<file path="src/rtl/pce_rom_loader.sv">
// rtl/pce_rom_loader.sv - HPS ROM download bridge feeding the DDR3 and SDRAM writers
// One toggle request per word; the HPS is held off until both writers echo it back.
module pce_rom_loader #(
  parameter int          ADDR_W   = 24,
  parameter logic [19:0] SIG_BLK0 = 20'h1F2,
  parameter logic [19:0] SIG_BLK1 = 20'h212
) (
  input  logic              clk_sys,
  input  logic              reset_n,
  input  logic              dl_active,
  input  logic              dl_wr,
  input  logic [15:0]       dl_data,
  input  logic              swap_en,
  output logic              dl_wait,
  output logic [ADDR_W-1:0] mem_addr,
  output logic [15:0]       mem_data,
  output logic              mem_req,
  input  logic              dd_ack,
  input  logic              sd_ack,
  output logic [7:0]        rom_size,
  output logic              hdr_present,
  output logic              populous,
  output logic              done,
  output logic              overflow
);

  typedef enum logic [1:0] {
    S_IDLE,
    S_ACCEPT,
    S_WAIT_ACK,
    S_FLUSH
  } state_e;

  state_e            state_q, state_d;
  logic              act_q;
  logic [ADDR_W-1:0] addr_q, addr_d;
  logic [15:0]       data_q, data_d;
  logic              req_q, req_d;
  logic              wait_q, wait_d;
  logic [1:0]        pop_q, pop_d;
  logic              done_q, done_d;
  logic              ovf_q, ovf_d;

  logic              act_rise;
  logic              act_fall;
  logic              ack_match;
  logic              last_addr;
  logic [15:0]       word_sw;
  logic              sig_blk;
  logic              sig_chk;
  logic [15:0]       sig_exp;

  function automatic logic [7:0] rev8(input logic [7:0] b);
    logic [7:0] r;
    for (int i = 0; i < 8; i++) begin
      r[i] = b[7-i];
    end
    return r;
  endfunction

  assign act_rise  = dl_active & ~act_q;
  assign act_fall  = ~dl_active & act_q;
  assign ack_match = (req_q == dd_ack) && (req_q == sd_ack);
  assign last_addr = (addr_q == {{(ADDR_W-1){1'b1}}, 1'b0});
  assign word_sw   = swap_en ? {rev8(dl_data[15:8]), rev8(dl_data[7:0])} : dl_data;
  assign sig_blk   = (addr_q[23:4] == SIG_BLK0) || (addr_q[23:4] == SIG_BLK1);

  // "POPULOUS" spread over words at offsets 6..12 of the signature block
  always_comb begin
    sig_chk = 1'b1;
    sig_exp = 16'h0000;
    case (addr_q[3:0])
      4'h6:    sig_exp = 16'h4F50;
      4'h8:    sig_exp = 16'h5550;
      4'hA:    sig_exp = 16'h4F4C;
      4'hC:    sig_exp = 16'h5355;
      default: sig_chk = 1'b0;
    endcase
  end

  always_ff @(posedge clk_sys or negedge reset_n) begin
    if (!reset_n) begin
      state_q <= S_IDLE;
      act_q   <= 1'b0;
      addr_q  <= '0;
      data_q  <= 16'h0000;
      req_q   <= 1'b0;
      wait_q  <= 1'b0;
      pop_q   <= 2'b11;
      done_q  <= 1'b0;
      ovf_q   <= 1'b0;
    end else begin
      state_q <= state_d;
      act_q   <= dl_active;
      addr_q  <= addr_d;
      data_q  <= data_d;
      req_q   <= req_d;
      wait_q  <= wait_d;
      pop_q   <= pop_d;
      done_q  <= done_d;
      ovf_q   <= ovf_d;
    end
  end

  always_comb begin
    state_d = state_q;
    case (state_q)
      S_IDLE: begin
        if (act_rise) state_d = S_ACCEPT;
      end
      S_ACCEPT: begin
        if (dl_wr) begin
          if (!ovf_q) state_d = S_WAIT_ACK;
        end else if (act_fall) begin
          state_d = S_IDLE;
        end
      end
      S_WAIT_ACK: begin
        if (ack_match) state_d = dl_active ? S_ACCEPT : S_FLUSH;
      end
      S_FLUSH: state_d = S_IDLE;
      default: state_d = S_IDLE;
    endcase
  end

  always_comb begin
    addr_d = addr_q;
    data_d = data_q;
    req_d  = req_q;
    wait_d = wait_q;
    pop_d  = pop_q;
    done_d = 1'b0;
    ovf_d  = ovf_q;
    case (state_q)
      S_IDLE: begin
        if (act_rise) begin
          addr_d = '0;
          pop_d  = 2'b11;
          ovf_d  = 1'b0;
        end
      end
      S_ACCEPT: begin
        if (dl_wr) begin
          // Once the address space is exhausted, words are silently dropped
          if (!ovf_q) begin
            data_d = word_sw;
            req_d  = ~req_q;
            wait_d = 1'b1;
            if (sig_blk && sig_chk && (word_sw != sig_exp)) pop_d[addr_q[13]] = 1'b0;
          end
        end else if (act_fall) begin
          done_d = 1'b1;
        end
      end
      S_WAIT_ACK: begin
        if (ack_match) begin
          wait_d = 1'b0;
          if (last_addr) ovf_d = 1'b1;
          else addr_d = addr_q + ADDR_W'(2);
          if (!dl_active) done_d = 1'b1;
        end
      end
      default: ;
    endcase
  end

  assign dl_wait     = wait_q;
  assign mem_addr    = addr_q;
  assign mem_data    = data_q;
  assign mem_req     = req_q;
  assign rom_size    = addr_q[23:16];
  assign hdr_present = addr_q[9];
  assign populous    = pop_q[addr_q[9]];
  assign done        = done_q;
  assign overflow    = ovf_q;

endmodule

</file>
<file path="config.mk">
export PLATFORM = sky130hd
export DESIGN_NAME = pce_rom_loader
export DESIGN_NICKNAME = d
export VERILOG_FILES = /design/src/rtl/pce_rom_loader.sv
export SDC_FILE = /design/constraint.sdc
export NUM_CORES = 1
export LEC_CHECK = 0
export BUFFER_PORTS_ARGS = -buffer_cell sky130_fd_sc_hd__buf_2
export CAP_MARGIN = 20
export CORE_MARGIN = 10
export CORE_UTILIZATION = 53
export CTS_BUF_LIST = sky130_fd_sc_hd__clkbuf_16
export CTS_CLUSTER_DIAMETER = 100
export DETAILED_ROUTE_END_ITERATION = 7
export GPL_TIMING_DRIVEN = 0
export HOLD_SLACK_MARGIN = 0.06
export PLACE_DENSITY = 0.8
export SLEW_MARGIN = 40
export SYNTH_ARGS = -nofsm -noshare
export SYNTH_HDL_FRONTEND = slang
export SYNTH_SLANG_ARGS = --single-unit
</file>
<file path="constraint.sdc">
create_clock -name clk_sys -period 2.5 [get_ports clk_sys]
set_input_delay 0.5 -clock clk_sys [delete_from_list [all_inputs] [get_ports clk_sys]]
set_output_delay 0.5 -clock clk_sys [all_outputs]
set_load 0.02 [all_outputs]
</file>
==> impl_results.md <==
* Kind of capture point of the worst setup path: flop
* Number of warnings issued by yosys at 0
* Gp weighted congestion at approximately 0.9
* Layout Area Growth over Synthesis at 21.2%
* Worst-Skew Late Latency at between 0.2 and 0.3 ns
* Most instantiated flip-flop cell in the synthesis netlist: sky130_fd_sc_hd__dfrtp_1
* Cells along the critical path: buf_2 > nand2_2 > nor4_2 > nand3_1 > nor4_1 > xnor2_1 > nor2_1
* Synth top area share at 0.385
* Number of inserted diodes at 0
* H-Tree Depth at 2
* Final period util at 0.947
* Post-CTS Hold Fix Bufs at 0
* Run status: complete, no violations
* Number of nets with antenna violations after detailed routing at 0
* Number of global-route vias before repair at 2708
* Post-layout nets at 431
* Cell with the largest stage delay on the worst path: sky130_fd_sc_hd__nor4_2
* Final total negative setup slack at 0 ns
* Startpoint types: flop
* Synthesized area per cell at between 9 and 10 um^2
* Slack of the critical path at 0.133 ns
* Hold Fails Final Rpt at 0
* Internal power summed over all cells at 1.78 mW
* Final Max Tran Viols at 0
* Cell with the most instances after synthesis: sky130_fd_sc_hd__dfrtp_1
* Pwr/cell area at slightly below 800 nW/um^2
* Post-synthesis net count at 350
* Clock Sink Count at between 40 and 50
* Count of boundary I/O pins at 77
* Post-route DRC at 0
* Share of final-layout standard cells stronger than drive strength 1 at 0.289
* Yosys top cell by area: sky130_fd_sc_hd__dfrtp_1
* Max-cap viol count at 0
* Buffer count from post-CTS setup fixing at 0
* Post-synthesis register bit count at between 40 and 50
* Initial antenna violation count at 0
* Part of the power in combinational logic at 0.368
* Fraction of registers with async set or reset after synthesis at 1.00
* Post-DP HPWL at between 6000 and 7000 um
* Worst Path Class, Setup: flop to flop
* Total power consumption of the routed design at ~2.9 mW
* Worst path arrival time at roughly 2.5 ns
* Transition time at the pin with the least slew margin at between 0.6 and 0.7 ns
* Die Footprint at around 9000 um^2
* Switching Share at 0.379
* Number of standard-cell rows in the floorplan at 27
* Unrepaired setup endpoints after global routing: no
* Post_cts resized at 0
* Net Switching at between 1 and 1.5 mW
* Starting DRT DRC Count at around 160
* Dominant combinational cell family by area after synthesis: simple AND/OR/NAND/NOR gates
* Max-slew headroom at the worst pin at 0.522
* Clock root buffer: sky130_fd_sc_hd__clkbuf_16
* GRT Resource Usage Total at 0.185
* Top metal layer carrying routed signals: met4
* Stage delay of the slowest cell on the critical path at approximately 0.5 ns
* Fraction of power consumed by sequential logic at 0.370
* TritonCTS clock tree: built
* Post-Synth Simple-Gate Area at 0.256
* Multiplexer area fraction after synthesis at 0.0871
* Clock skew at around 0.0056 ns
* Critical path data required time at roughly 2.7 ns
* Biggest fanout along the worst timing path at 9
* FF-to-FF path depth at 7
* Vertical die dimension at around 95 um
* Largest cells by area after synthesis: sky130_fd_sc_hd__dfrtp_1 (39%), sky130_fd_sc_hd__xnor2_1 (6.4%), sky130_fd_sc_hd__mux2i_1 (5.7%)
* Met3 Routed Length at 572 um
* Cell leakage power at ~1.7 nW
* Final count of negative-setup-slack endpoints at 0
* Die X at ~95 um
* Adder-Cell Fraction of Synth Area at 0.0167
* Number of flops mapped to enable cells by yosys at 0
* Timing-limited maximum frequency at ~420 MHz
* Post-synthesis cell type count at 53
* Clock network fraction of total power at 0.262
* Clock period minus final worst setup slack at ~2.4 ns
* Starting density of the core at 0.543
* Area share of xor/xnor cells in the synthesized design at 0.0645
* Number of vias after detailed routing at around 2700
* Pre-CTS WS at -0.00970 ns
* Wire length per cell after detailed routing at approximately 17 um
* Area inside the core boundary at 5510 um^2
* Overall routed net length at 8210 um
* Met1 Wirelength at roughly 3400 um
* Compound-Gate Fraction of Synth Area at 0.114
* Maximum number of buffers from clock root to sink at 2
* Cell area after technology mapping at between 2000 and 3000 um^2
* Via-per-instance ratio at about 5.7
* Number of cells produced by synthesis at 323
* Remaining Overflow, GRT at 0
* Clock transition at the register clock pins on the worst setup and hold paths after CTS at around 0.070 ns
* Maximum number of pins on one net before global-route repair at 49
* Maximum vdd ir drop at 514 uV
* Core occupancy in the finished layout at 0.658
* Most numerous cell types in the synthesized netlist: sky130_fd_sc_hd__dfrtp_1 (46), sky130_fd_sc_hd__nand2_1 (37), sky130_fd_sc_hd__nor2_1 (29)
* Count of input and output buffers at 74
* First-pass GRT wire length at approximately 14000 um
* Fraction of the yosys area taken by sequential cells at 0.403
* Wire length on met2 at roughly 4100 um
* Type of the worst min-delay path: input port to asynchronous set/reset pin
* Pre-Repair DR Iteration Count at 4
* TritonCTS Buffers at 5
metal layers:
metal	up-vias	track usage
met5	-	0
li1	1314	-
met1	1302	0.240
met4	0	0.0661
met3	11	0.0338
met2	92	0.303
stage by stage:
stage | hold WS, ns | cells | cell area [um^2]
after floorplan | 0.204 | 323 | 2990
after global placement | 0.457 | 469 | 3450
after detailed placement | 0.466 | 469 | 3460
after CTS | 0.249 | 477 | 3620
after global routing | 0.261 | 477 | 3620
final | 0.212 | 477 | 3620
final timing paths:
kind / slack, ns / from / endpoint
max reg2reg: 0.13 / mem_addr[1] / mem_addr[22]
min reg2reg: 0.48 / mem_data[15] / mem_data[15]
min: 0.21 / reset_n / mem_data[11]
max in group asynchronous: 1.87 / reset_n / mem_addr[16]
min in group clk_sys: 0.37 / dl_active / act_q
max: 0.13 / mem_addr[1] / mem_addr[22]
power by group through the flow:
stage | registers, mW | clock network [mW] | logic [mW]
2_1_floorplan | 1.24 | 0 | 0.516
3_3_place_gp | 1.06 | 0 | 1.02
3_5_place_dp | 1.07 | 0 | 1.05
4_1_cts | 1.06 | 0.763 | 1.06
5_1_grt | 1.08 | 0.806 | 1.16
6_report | 1.06 | 0.752 | 1.05
worst max-delay path: cells and delay by family, from the launching register on:
family	cells	cell delay (ns)
and+or+nand+nor	5	1.49
xor gates and xnor gates	1	0.16
buffers and inverters	1	0.22
DFF	1	0.36
logic make-up after synthesis:
| family | after synthesis |
|---|---|
| mux | 23 |
| compound gates | 50 |
| simple gates | 142 |
| buf+inv | 33 |
| xor+xnor | 22 |
| other cells | 1 |
| flops | 48 |
| fa+ha+maj | 4 |
placed cells by master (no fill, tap or decap), types with 5 or more instances in the layout:
master | synthesis | final
sky130_fd_sc_hd__nand2_1 | 37 | 37
sky130_fd_sc_hd__clkbuf_16 | 0 | 5
sky130_fd_sc_hd__inv_1 | 9 | 10
sky130_fd_sc_hd__or3_1 | 5 | 5
sky130_fd_sc_hd__mux2i_1 | 17 | 17
sky130_fd_sc_hd__o21ai_0 | 21 | 21
sky130_fd_sc_hd__dfrtp_1 | 46 | 46
sky130_fd_sc_hd__nand4_1 | 5 | 5
sky130_fd_sc_hd__nor2_1 | 29 | 29
sky130_fd_sc_hd__and3_1 | 7 | 7
sky130_fd_sc_hd__buf_2 | 3 | 76
sky130_fd_sc_hd__nand3_1 | 11 | 11
sky130_fd_sc_hd__nor4_1 | 9 | 8
sky130_fd_sc_hd__buf_4 | 12 | 13
sky130_fd_sc_hd__a21oi_1 | 7 | 7
sky130_fd_sc_hd__nor3_1 | 12 | 12
sky130_fd_sc_hd__clkbuf_1 | 9 | 8
sky130_fd_sc_hd__xnor2_1 | 22 | 22
cell type report:
| class | instances | area, um^2 |
|---|---|---|
| Buffer | 24 | 140 |
| Clock buffer | 5 | 125 |
| Inverter | 9 | 33.8 |
| Sequential cell | 48 | 1200 |
| Multi-Input combinational cell | 242 | 1620 |
| Fill cell | 480 | 1880 |
| Timing Repair Buffer | 74 | 373 |
| Tap cell | 72 | 90.1 |
| Clock inverter | 3 | 38.8 |
registers in the layout (all words and copies together) (netlist names):
register	flops
state_q	2
mem_addr	23
done	1
pop_q	2
mem_req	1
mem_data	16
dl_wait	1
overflow	1
act_q	1
(Power assumes the default switching activity.)
